### config.mk
export PLATFORM = sky130hd
export DESIGN_NAME = pico_bus_sequencer
export DESIGN_NICKNAME = d
export VERILOG_FILES = /design/src/rtl/pico_bus_pkg.sv /design/src/rtl/pico_bus_sequencer_phase_timer.sv /design/src/rtl/pico_bus_sequencer.sv
export SDC_FILE = /design/constraint.sdc
export NUM_CORES = 1
export LEC_CHECK = 0
export CAP_MARGIN = 40
export CELL_PAD_IN_SITES_DETAIL_PLACEMENT = 1
export CELL_PAD_IN_SITES_GLOBAL_PLACEMENT = 2
export CORE_MARGIN = 2
export CORE_UTILIZATION = 34
export DETAILED_ROUTE_END_ITERATION = 8
export HOLD_SLACK_MARGIN = 0.03
export PLACE_DENSITY = 0.86
export SLEW_MARGIN = 10
export SYNTH_ARGS = -nofsm -noshare
export SYNTH_HDL_FRONTEND = slang
export SYNTH_SLANG_ARGS = --single-unit
### constraint.sdc
create_clock -name clk -period 4.1 [get_ports clk]
set_clock_uncertainty 0.2 [all_clocks]
set_input_delay 0.615 -clock clk [delete_from_list [all_inputs] [get_ports clk]]
set_output_delay 0.615 -clock clk [all_outputs]
set_load 0.1 [all_outputs]
### src/rtl/pico_bus_pkg.sv
// Shared encodings and output decode for the pico_data bus sequencer.
package pico_bus_pkg;

    localparam int CW_DEFAULT = 10;

    typedef enum logic [1:0] {
        OP_WR_ADDR = 2'b00,
        OP_WR_DATA = 2'b01,
        OP_RD_DATA = 2'b10,
        OP_EXEC    = 2'b11
    } host_op_e;

    typedef enum logic [2:0] {
        ST_IDLE,
        ST_SETUP,
        ST_STROBE,
        ST_HOLD,
        ST_CAM
    } state_e;

    typedef struct packed {
        logic host_done;
        logic rd_sample;
        logic cam_grant;
        logic sel_poc;
        logic sel_sod;
        logic direction;
        logic simd_cs;
        logic simd_wr;
        logic simd_rd;
        logic simd_cd;
        logic simd_exec;
        logic busy;
    } bus_out_t;

    // last: the phase timer reaches zero in state s
    function automatic bus_out_t decode(
        input state_e   s,
        input host_op_e op,
        input logic     last,
        input logic     no_hold
    );
        bus_out_t o;
        logic     is_rd;
        o     = '0;
        is_rd = (op == OP_RD_DATA);
        o.busy = (s != ST_IDLE);
        unique case (1'b1)
            (s == ST_CAM): begin
                o.cam_grant = 1'b1;
                o.sel_poc   = 1'b1;
            end
            (s == ST_SETUP),
            (s == ST_STROBE),
            (s == ST_HOLD): begin
                o.simd_cs   = 1'b1;
                o.simd_cd   = (op == OP_WR_ADDR);
                o.sel_sod   = is_rd;
                o.direction = is_rd;
                if (s == ST_STROBE) begin
                    o.simd_wr   = (op == OP_WR_ADDR) || (op == OP_WR_DATA);
                    o.simd_rd   = is_rd;
                    o.simd_exec = (op == OP_EXEC);
                    o.rd_sample = is_rd && last;
                    o.host_done = no_hold && last;
                end
                if (s == ST_HOLD) begin
                    o.host_done = last;
                end
            end
            default: ;
        endcase
        return o;
    endfunction

endpackage

### src/rtl/pico_bus_sequencer_phase_timer.sv
// Loadable down-counter with zero flags; times every sequencer phase.
module phase_timer #(
    parameter int CW = 10
) (
    input  logic          clk,
    input  logic          rst,
    input  logic          load,
    input  logic [CW-1:0] load_val,
    output logic          zero,
    output logic          zero_next
);

    logic [CW-1:0] cnt;

    always_ff @(posedge clk) begin
        if (rst) begin
            cnt <= '0;
        end else if (load) begin
            cnt <= load_val;
        end else if (cnt != '0) begin
            cnt <= cnt - CW'(1);
        end
    end

    assign zero      = (cnt == '0);
    assign zero_next = load ? (load_val == '0) : (cnt <= CW'(1));

endmodule

### src/rtl/pico_bus_sequencer.sv
// Host/camera arbiter and SIMD strobe sequencer for the pico_data bus.
// Optional BUS_WATCHDOG_EN adds a starvation watchdog and the wd_trip port.
module pico_bus_sequencer
    import pico_bus_pkg::*;
#(
    parameter int SETUP_CYC = 2,
    parameter int STRB_CYC  = 3,
    parameter int HOLD_CYC  = 1,
    parameter int MAX_BURST = 640,
    parameter int CW        = CW_DEFAULT
) (
    input  logic       clk,
    input  logic       rst,
    input  logic       host_valid,
    input  logic [1:0] host_op,
    output logic       host_ready,
    output logic       host_done,
    output logic       rd_sample,
    input  logic       cam_req,
    output logic       cam_grant,
    output logic       sel_poc,
    output logic       sel_sod,
    output logic       direction,
    output logic       simd_cs,
    output logic       simd_wr,
    output logic       simd_rd,
    output logic       simd_cd,
    output logic       simd_exec,
`ifdef BUS_WATCHDOG_EN
    output logic       wd_trip,
`endif
    output logic       busy
);

    localparam logic [CW-1:0] LD_SETUP = CW'(SETUP_CYC - 1);
    localparam logic [CW-1:0] LD_STRB  = CW'(STRB_CYC - 1);
    localparam logic [CW-1:0] LD_HOLD  = CW'((HOLD_CYC > 0) ? HOLD_CYC - 1 : 0);
    localparam logic [CW-1:0] LD_CAM   = CW'(MAX_BURST - 1);
    localparam logic          NO_HOLD  = (HOLD_CYC == 0);

    state_e        state, state_n;
    host_op_e      op, op_n;
    logic          last_host, last_host_n;
    logic          grant_cam, accept;
    logic          load, zero, zero_n;
    logic [CW-1:0] load_val;
    logic          wd_hit, wd_force;
    bus_out_t      outs;

`ifdef BUS_WATCHDOG_EN
    logic [CW-1:0] wd_cnt;

    assign wd_hit = (state == ST_CAM) && host_valid && (wd_cnt == LD_CAM);

    // Unserved host cycles accumulate across bursts until the host is accepted.
    always_ff @(posedge clk) begin
        if (rst) begin
            wd_cnt   <= '0;
            wd_force <= 1'b0;
            wd_trip  <= 1'b0;
        end else begin
            wd_trip <= wd_hit;
            if (accept) begin
                wd_cnt   <= '0;
                wd_force <= 1'b0;
            end else if (wd_hit) begin
                wd_cnt   <= '0;
                wd_force <= 1'b1;
            end else if (state == ST_CAM && host_valid) begin
                wd_cnt <= wd_cnt + CW'(1);
            end
        end
    end
`else
    assign wd_hit   = 1'b0;
    assign wd_force = 1'b0;
`endif

    assign grant_cam  = cam_req & (~host_valid | (last_host & ~wd_force));
    assign accept     = (state == ST_IDLE) & host_valid & ~grant_cam;
    assign host_ready = accept;

    always_comb begin
        state_n     = state;
        op_n        = op;
        last_host_n = last_host;
        unique case (state)
            ST_IDLE: begin
                if (accept) begin
                    state_n     = ST_SETUP;
                    op_n        = host_op_e'(host_op);
                    last_host_n = 1'b1;
                end else if (grant_cam) begin
                    state_n     = ST_CAM;
                    last_host_n = 1'b0;
                end
            end
            ST_SETUP: if (zero) state_n = ST_STROBE;
            ST_STROBE: if (zero) state_n = NO_HOLD ? ST_IDLE : ST_HOLD;
            ST_HOLD: if (zero) state_n = ST_IDLE;
            ST_CAM: if (!cam_req || zero || wd_hit) state_n = ST_IDLE;
            default: state_n = ST_IDLE;
        endcase
    end

    always_comb begin
        load = (state_n != state);
        unique case (state_n)
            ST_SETUP:  load_val = LD_SETUP;
            ST_STROBE: load_val = LD_STRB;
            ST_HOLD:   load_val = LD_HOLD;
            ST_CAM:    load_val = LD_CAM;
            default:   load_val = '0;
        endcase
    end

    phase_timer #(.CW(CW)) u_timer (
        .clk       (clk),
        .rst       (rst),
        .load      (load),
        .load_val  (load_val),
        .zero      (zero),
        .zero_next (zero_n)
    );

    // Outputs are decoded from the next state so they register with it.
    always_ff @(posedge clk) begin
        if (rst) begin
            state     <= ST_IDLE;
            op        <= OP_WR_ADDR;
            last_host <= 1'b0;
            outs      <= '0;
        end else begin
            state     <= state_n;
            op        <= op_n;
            last_host <= last_host_n;
            outs      <= decode(state_n, op_n, zero_n, NO_HOLD);
        end
    end

    assign host_done = outs.host_done;
    assign rd_sample = outs.rd_sample;
    assign cam_grant = outs.cam_grant;
    assign sel_poc   = outs.sel_poc;
    assign sel_sod   = outs.sel_sod;
    assign direction = outs.direction;
    assign simd_cs   = outs.simd_cs;
    assign simd_wr   = outs.simd_wr;
    assign simd_rd   = outs.simd_rd;
    assign simd_cd   = outs.simd_cd;
    assign simd_exec = outs.simd_exec;
    assign busy      = outs.busy;

endmodule

# --- Word level (Yosys, flattened, before mapping) ---
# Cells that the tools add are included.
word_totals:
  ff_bits: 27
  input_bits: 6
  out_inout_bits: 13
classes:
  addsub: 1
  order_cmp: 1
  n_eq_ne: 12
  muxes: 20
  bitwise_logic: 8
  reduce_logical: 16
op_table:
  columns: ["cell", "count"]
  rows:
  - ["10-bit one-hot mux with 3 select lines", 1]
  - ["10-bit logical NOT", 2]
  - ["10-bit two-way mux", 2]
  - ["3-bit two-way mux", 6]
  - ["3-bit one-hot mux with 5 select lines", 1]
  - ["3-bit by 2-bit equality test with 1-bit output (second input constant)", 4]
  - ["10-bit by 1-bit <= comparator with 1-bit output (second input constant)", 1]
  - ["10-bit nonzero test", 1]
  - ["10-bit by 1-bit subtractor with 10-bit output (second input constant)", 1]
  - ["2-bit two-way mux", 4]
  - ["3-bit by 1-bit equality test with 1-bit output (second input constant)", 2]
  - ["3-bit equality test (second input constant)", 2]
  - ["3-bit OR reduction", 2]
  - ["1-bit two-way mux", 5]
  - ["5-bit two-way mux", 1]
  - ["2-bit equality test (second input constant)", 2]
  - ["1-bit inverter", 4]
  - ["2-bit nonzero test", 2]
  - ["1-bit AND", 3]
  - ["3-bit logical NOT", 1]
  - ["3-bit inequality test", 1]
  - ["3-bit nonzero test", 1]
  - ["2-bit by 1-bit equality test with 1-bit output (second input constant)", 1]
  - ["2-bit logical NOT", 1]
  - ["other kinds (6)", 7]

# --- Logic depth before layout (Yosys ltp) ---
logic_depth:
  depth_word: 12
  mapped_depth: 9

# --- Modules after synthesis ---
# From an unflattened synthesis, not the netlist that was laid out.
unflattened:
  hier_cells: 166
  hier_area_um2: 1410.1
by_module_without_submodules:
  columns: ["mod", "n_inst", "cells_each", "area_each_um2", "seq_area_each_um2"]
  rows:
  - ["pico_bus_sequencer", 1, 91, 762.0, 320.3]
  - ["phase_timer", 1, 75, 648.1, 200.2]

# --- Worst setup path after synthesis ---
# Ideal clock, no wire load.
synth_timing:
  path_kind: "register to output"
  from: "register state[1]"
  to: "output host_ready"
  arrival_time_ps: 2029
  required_time_ps: 3285
  path_slack_ps: 1256
  path_stages_with_launch: 4
  path_buffers: 0
  cell_sequence: "dfxtp_1 nor3_1 nand3_2 inv_1"
synth_between:
  elab_chain_len: 3
synth_rtl:
  columns: ["element", "line_no", "rtl"]
  rows:
  - ["start, declared", "pico_bus_sequencer.sv:41", "state_e state, state_n;"]
  - ["start signal, assigned", "pico_bus_sequencer.sv:134", "state <= state_n;"]
  - ["3-bit logical NOT", "pico_bus_sequencer.sv:80", "assign accept = (state == ST_IDLE) & host_valid & ~grant_cam;"]
  - ["1-bit AND (2 in series)", "pico_bus_sequencer.sv:80", null]
  - ["end, declared", "pico_bus_sequencer.sv:16", "output logic host_ready,"]
# Every way passes these cells.

# --- Final worst setup path ---
layout_timing:
  from: "input cam_req"
  to: "output host_ready"
layout_between:
  elab_chain_len: 3
layout_rtl:
  columns: ["element", "line_no", "rtl"]
  rows:
  - ["start, declared", "pico_bus_sequencer.sv:19", "input logic cam_req,"]
  - ["1-bit AND", "pico_bus_sequencer.sv:79", "assign grant_cam = cam_req & (~host_valid | (last_host & ~wd_force));"]
  - ["1-bit inverter", "pico_bus_sequencer.sv:80", null]
  - ["1-bit AND", "pico_bus_sequencer.sv:80", null]
# Every way passes these cells.

==> results.ini <==
[critical_path]
timing.critical_path.slowest_cell_delay_ps=540
worst_r2r_path_depth=7
critical_path.n_buffers_inverters=3
timing.critical_path.from=cam_req
path_cells=clkdlybuf4s50_1 > nand2_1 > nand3_2 > inv_1 > buf_4
worstPathRequired_ps=3280
critical_path.reg2reg.endpoint=simd_wr
crit_end=host_ready
path_class=input port to output port
worst-r2r-setup-slack_ps=1230
critPathSlowestCell=clkdlybuf4s50_1
timing.critical_path.depth=5
timing.critical_path.to_type=output port
critical_path.max_fanout=10
worst-endpoint-arrival_ps=2070
startpoint_type=input port
r2r-start=u_timer.cnt[1]
critical-path-top-delay-family=buffers and inverters

[synthesis]
ff_latch_count_synth=26
share_of_yosys_cell_area_claimed_by_the_top_area_cell_type=0.398
post_synth_inst_count=153
post_synth_main_area_contributors=dfxtp_1 40%, a21oi_1 5.4%, nor3_1 4.6%, nor2_1 4.0%, xnor2_1 2.7%
synth_area_per_cell_sq_um=8.54
seq_area_frac_synth=0.398
synth_nets=161
syn_area_sq_um=1310
synth_largest_area_cell=dfxtp_1
ys_warnings=0
post_synth_cell_types=42

[clocking]
cts.sinks=26
post-cts-setup-buffers=0
tritoncts_buffer_count=3
cts.clk_slew.worst_paths_ps=90
clockBufferDepth=2
cts_repair_resize_count=0
hold_buffers=0
root_buffer=clkbuf_8
worst_skew_pair.late_latency_ps=280
cts_tree=built
cts_htree_levels=1

[sta]
grt_setup_unrepaired=false
final_max_slew_viol_count=0
final-setup-viol-count=0
worst_pin_slew_ps=730
period_minus_slack_ps=2880
timing.fmax_mhz=347
fin_hold_ws_ps=313
setup_tns_ps=0
headroom_to_the_max_slew_limit=0.512
period_share=0.703
timing_hold_violations_final=0

[place]
detailedPlacementHpwl_microns=2810
gp_congestion=0.728
port_buffers=18

[outcome]
outcome=finished, final reports clean

[drt]
wl_per_cell_microns=16.5
detailedRoute.firstIterationViolations=70
final_antenna_net_count=0
avgViaCountPerCell=5.34
routed-via-count=1206
drt_pre_antenna_iters=3
post-route-drc-count=0
detail_route.wirelength_microns=3730

[floorplanning]
fp.dieH_microns=66.0
io_pins=19
die_area_sq_um=4350
initial_utilization=0.354
fp.coreArea_sq_um=3690
die_width_microns=66.0
rows=22

[run]
maxCapViolations=0

[power_and_ir_drop]
p_sw_frac=0.466
clock_group_share_of_total_power=0.156
combPwrFrac=0.572
intPower_uw=755
net-switching-power_uw=660
p_seq_frac=0.272
ir_drop_uv=288
power.static_leakage_uw=0.000661
cellPowerDensity_nw_per_um2=812

[global_routing]
met2_usage=0.348
globalRoute.totalOverflow=0
grt_max_usage_layer=met2
gr-usage-met3=0.0170
grt_first_pass_wirelength_microns=6380
number_of_antenna_violations_at_the_first_check_in_global_routing=0
met1_global_route_usage=0.232
grt_max_degree=18
grt_pass1_vias=1329
gr-usage-all-layers=0.191

[final_layout]
diodes=0
post_route_cells_drive_above_1_share=0.169
area_growth_pct=33.3
finish.net_count=187

[min_path]
hp-class=flop to flop

## per-layer routing
metal | up-vias | wire (microns)
met5 | - | 0
met4 | 0 | 95
met3 | 9 | 61
met2 | 15 | 1870
met1 | 589 | 1710
li1 | 593 | -
## how the worst min path moves through the flow
stage	end	cells after the start	slack, ps	startpoint
CTS	op[0]	2	310	op[0]
finish	op[0]	2	310	op[0]
global placement	op[0]	2	270	op[0]
global route	last_host	1	360	last_host
floorplan	last_host	1	260	last_host
detailed placement	op[0]	2	290	op[0]
## layout by cell type, fill, tap and decap left out, types with 2 or more instances in the layout
master,count
or4_1,2
nor2_1,14
a21oi_1,14
or3b_2,2
nand2b_1,3
and3_1,3
o21ai_0,6
clkbuf_8,3
nor3_1,12
clkdlybuf4s50_1,17
or2_2,2
nor4_1,2
a21o_1,3
nand2_1,9
inv_1,7
buf_8,12
ha_1,2
dfxtp_1,26
mux2i_1,2
a211oi_1,3
buf_4,2
xor2_1,2
xnor2_1,4
a311oi_1,2
o31ai_1,2
nand3_1,6
## final cells by class
class,count,area [sq um]
tap,48,60.1
sequential,26,520
multi-input combinational,110,698
fill,433,1950
clock inverter,1,30.0
timing repair buffer,31,365
inverter,7,26.3
clock buffer,3,41.3
## flip-flops by register name, summed over array words and instances, names as in the netlist
name	flops
simd_rd	1
simd_cs	1
op	2
direction	1
busy	1
simd_cd	1
state	3
cam_grant	1
rd_sample	1
simd_wr	1
last_host	1
simd_exec	1
host_done	1
u_timer.cnt	10
## Yosys cell counts, drive strengths merged
cell type and count:
nor4 2, or4 3, nor2b 1, a311oi 2, a21o 3, and2 1
xnor2 4, a21oi 14, nor3 13, nand2b 3, clkbuf 4, buf 6
a221oi 1, nor3b 1, nand2 9, xor2 2, o22a 1, ha 2
dfxtp 26, o22ai 1, or3b 2, mux2i 2, or2 2, o31ai 2
nand3b 1, o21ai 6, a31oi 1, or3 2, nand3 7, nor4b 1
nor2 14, a211oi 4, and3 3, inv 7
## kinds of logic after synthesis
| logic type | after synthesis | synth area share |
|---|---|---|
| mux | 2 | 0.0153 |
| simple gates | 65 | 0.274 |
| buf+inv | 17 | 0.0670 |
| fa+ha+maj | 2 | 0.0192 |
| xor+xnor | 6 | 0.0402 |
| compound gates | 35 | 0.186 |
| flops | 26 | 0.398 |
## metrics by stage
step | worst slack (ps) | utilization | cell area, sq um | total power (uW) | instances
finish | 1220 | 0.472 | 1740 | 1410 | 226
global route | 1080 | 0.472 | 1740 | 1520 | 226
CTS | 1220 | 0.472 | 1740 | 1420 | 226
detailed placement | 1230 | 0.453 | 1670 | 1200 | 222
global placement | 1320 | 0.404 | 1490 | 1110 | 210
floorplan | 1260 | - | 1310 | 1010 | 153
## worst min-delay path, stage by stage (launching register included)
cell     delay (ps)
dfxtp_1         350
nand2_1          70
a21oi_1          60
## power groups by stage
stage	Clock (uW)	Sequential (uW)	Combinational, uW
after CTS	223	385	816
after detailed placement	0	391	807
final	221	385	809
after global routing	232	395	893
after global placement	0	382	725
after floorplan	0	470	541
No activity file was read; power rests on OpenSTA's default activity.
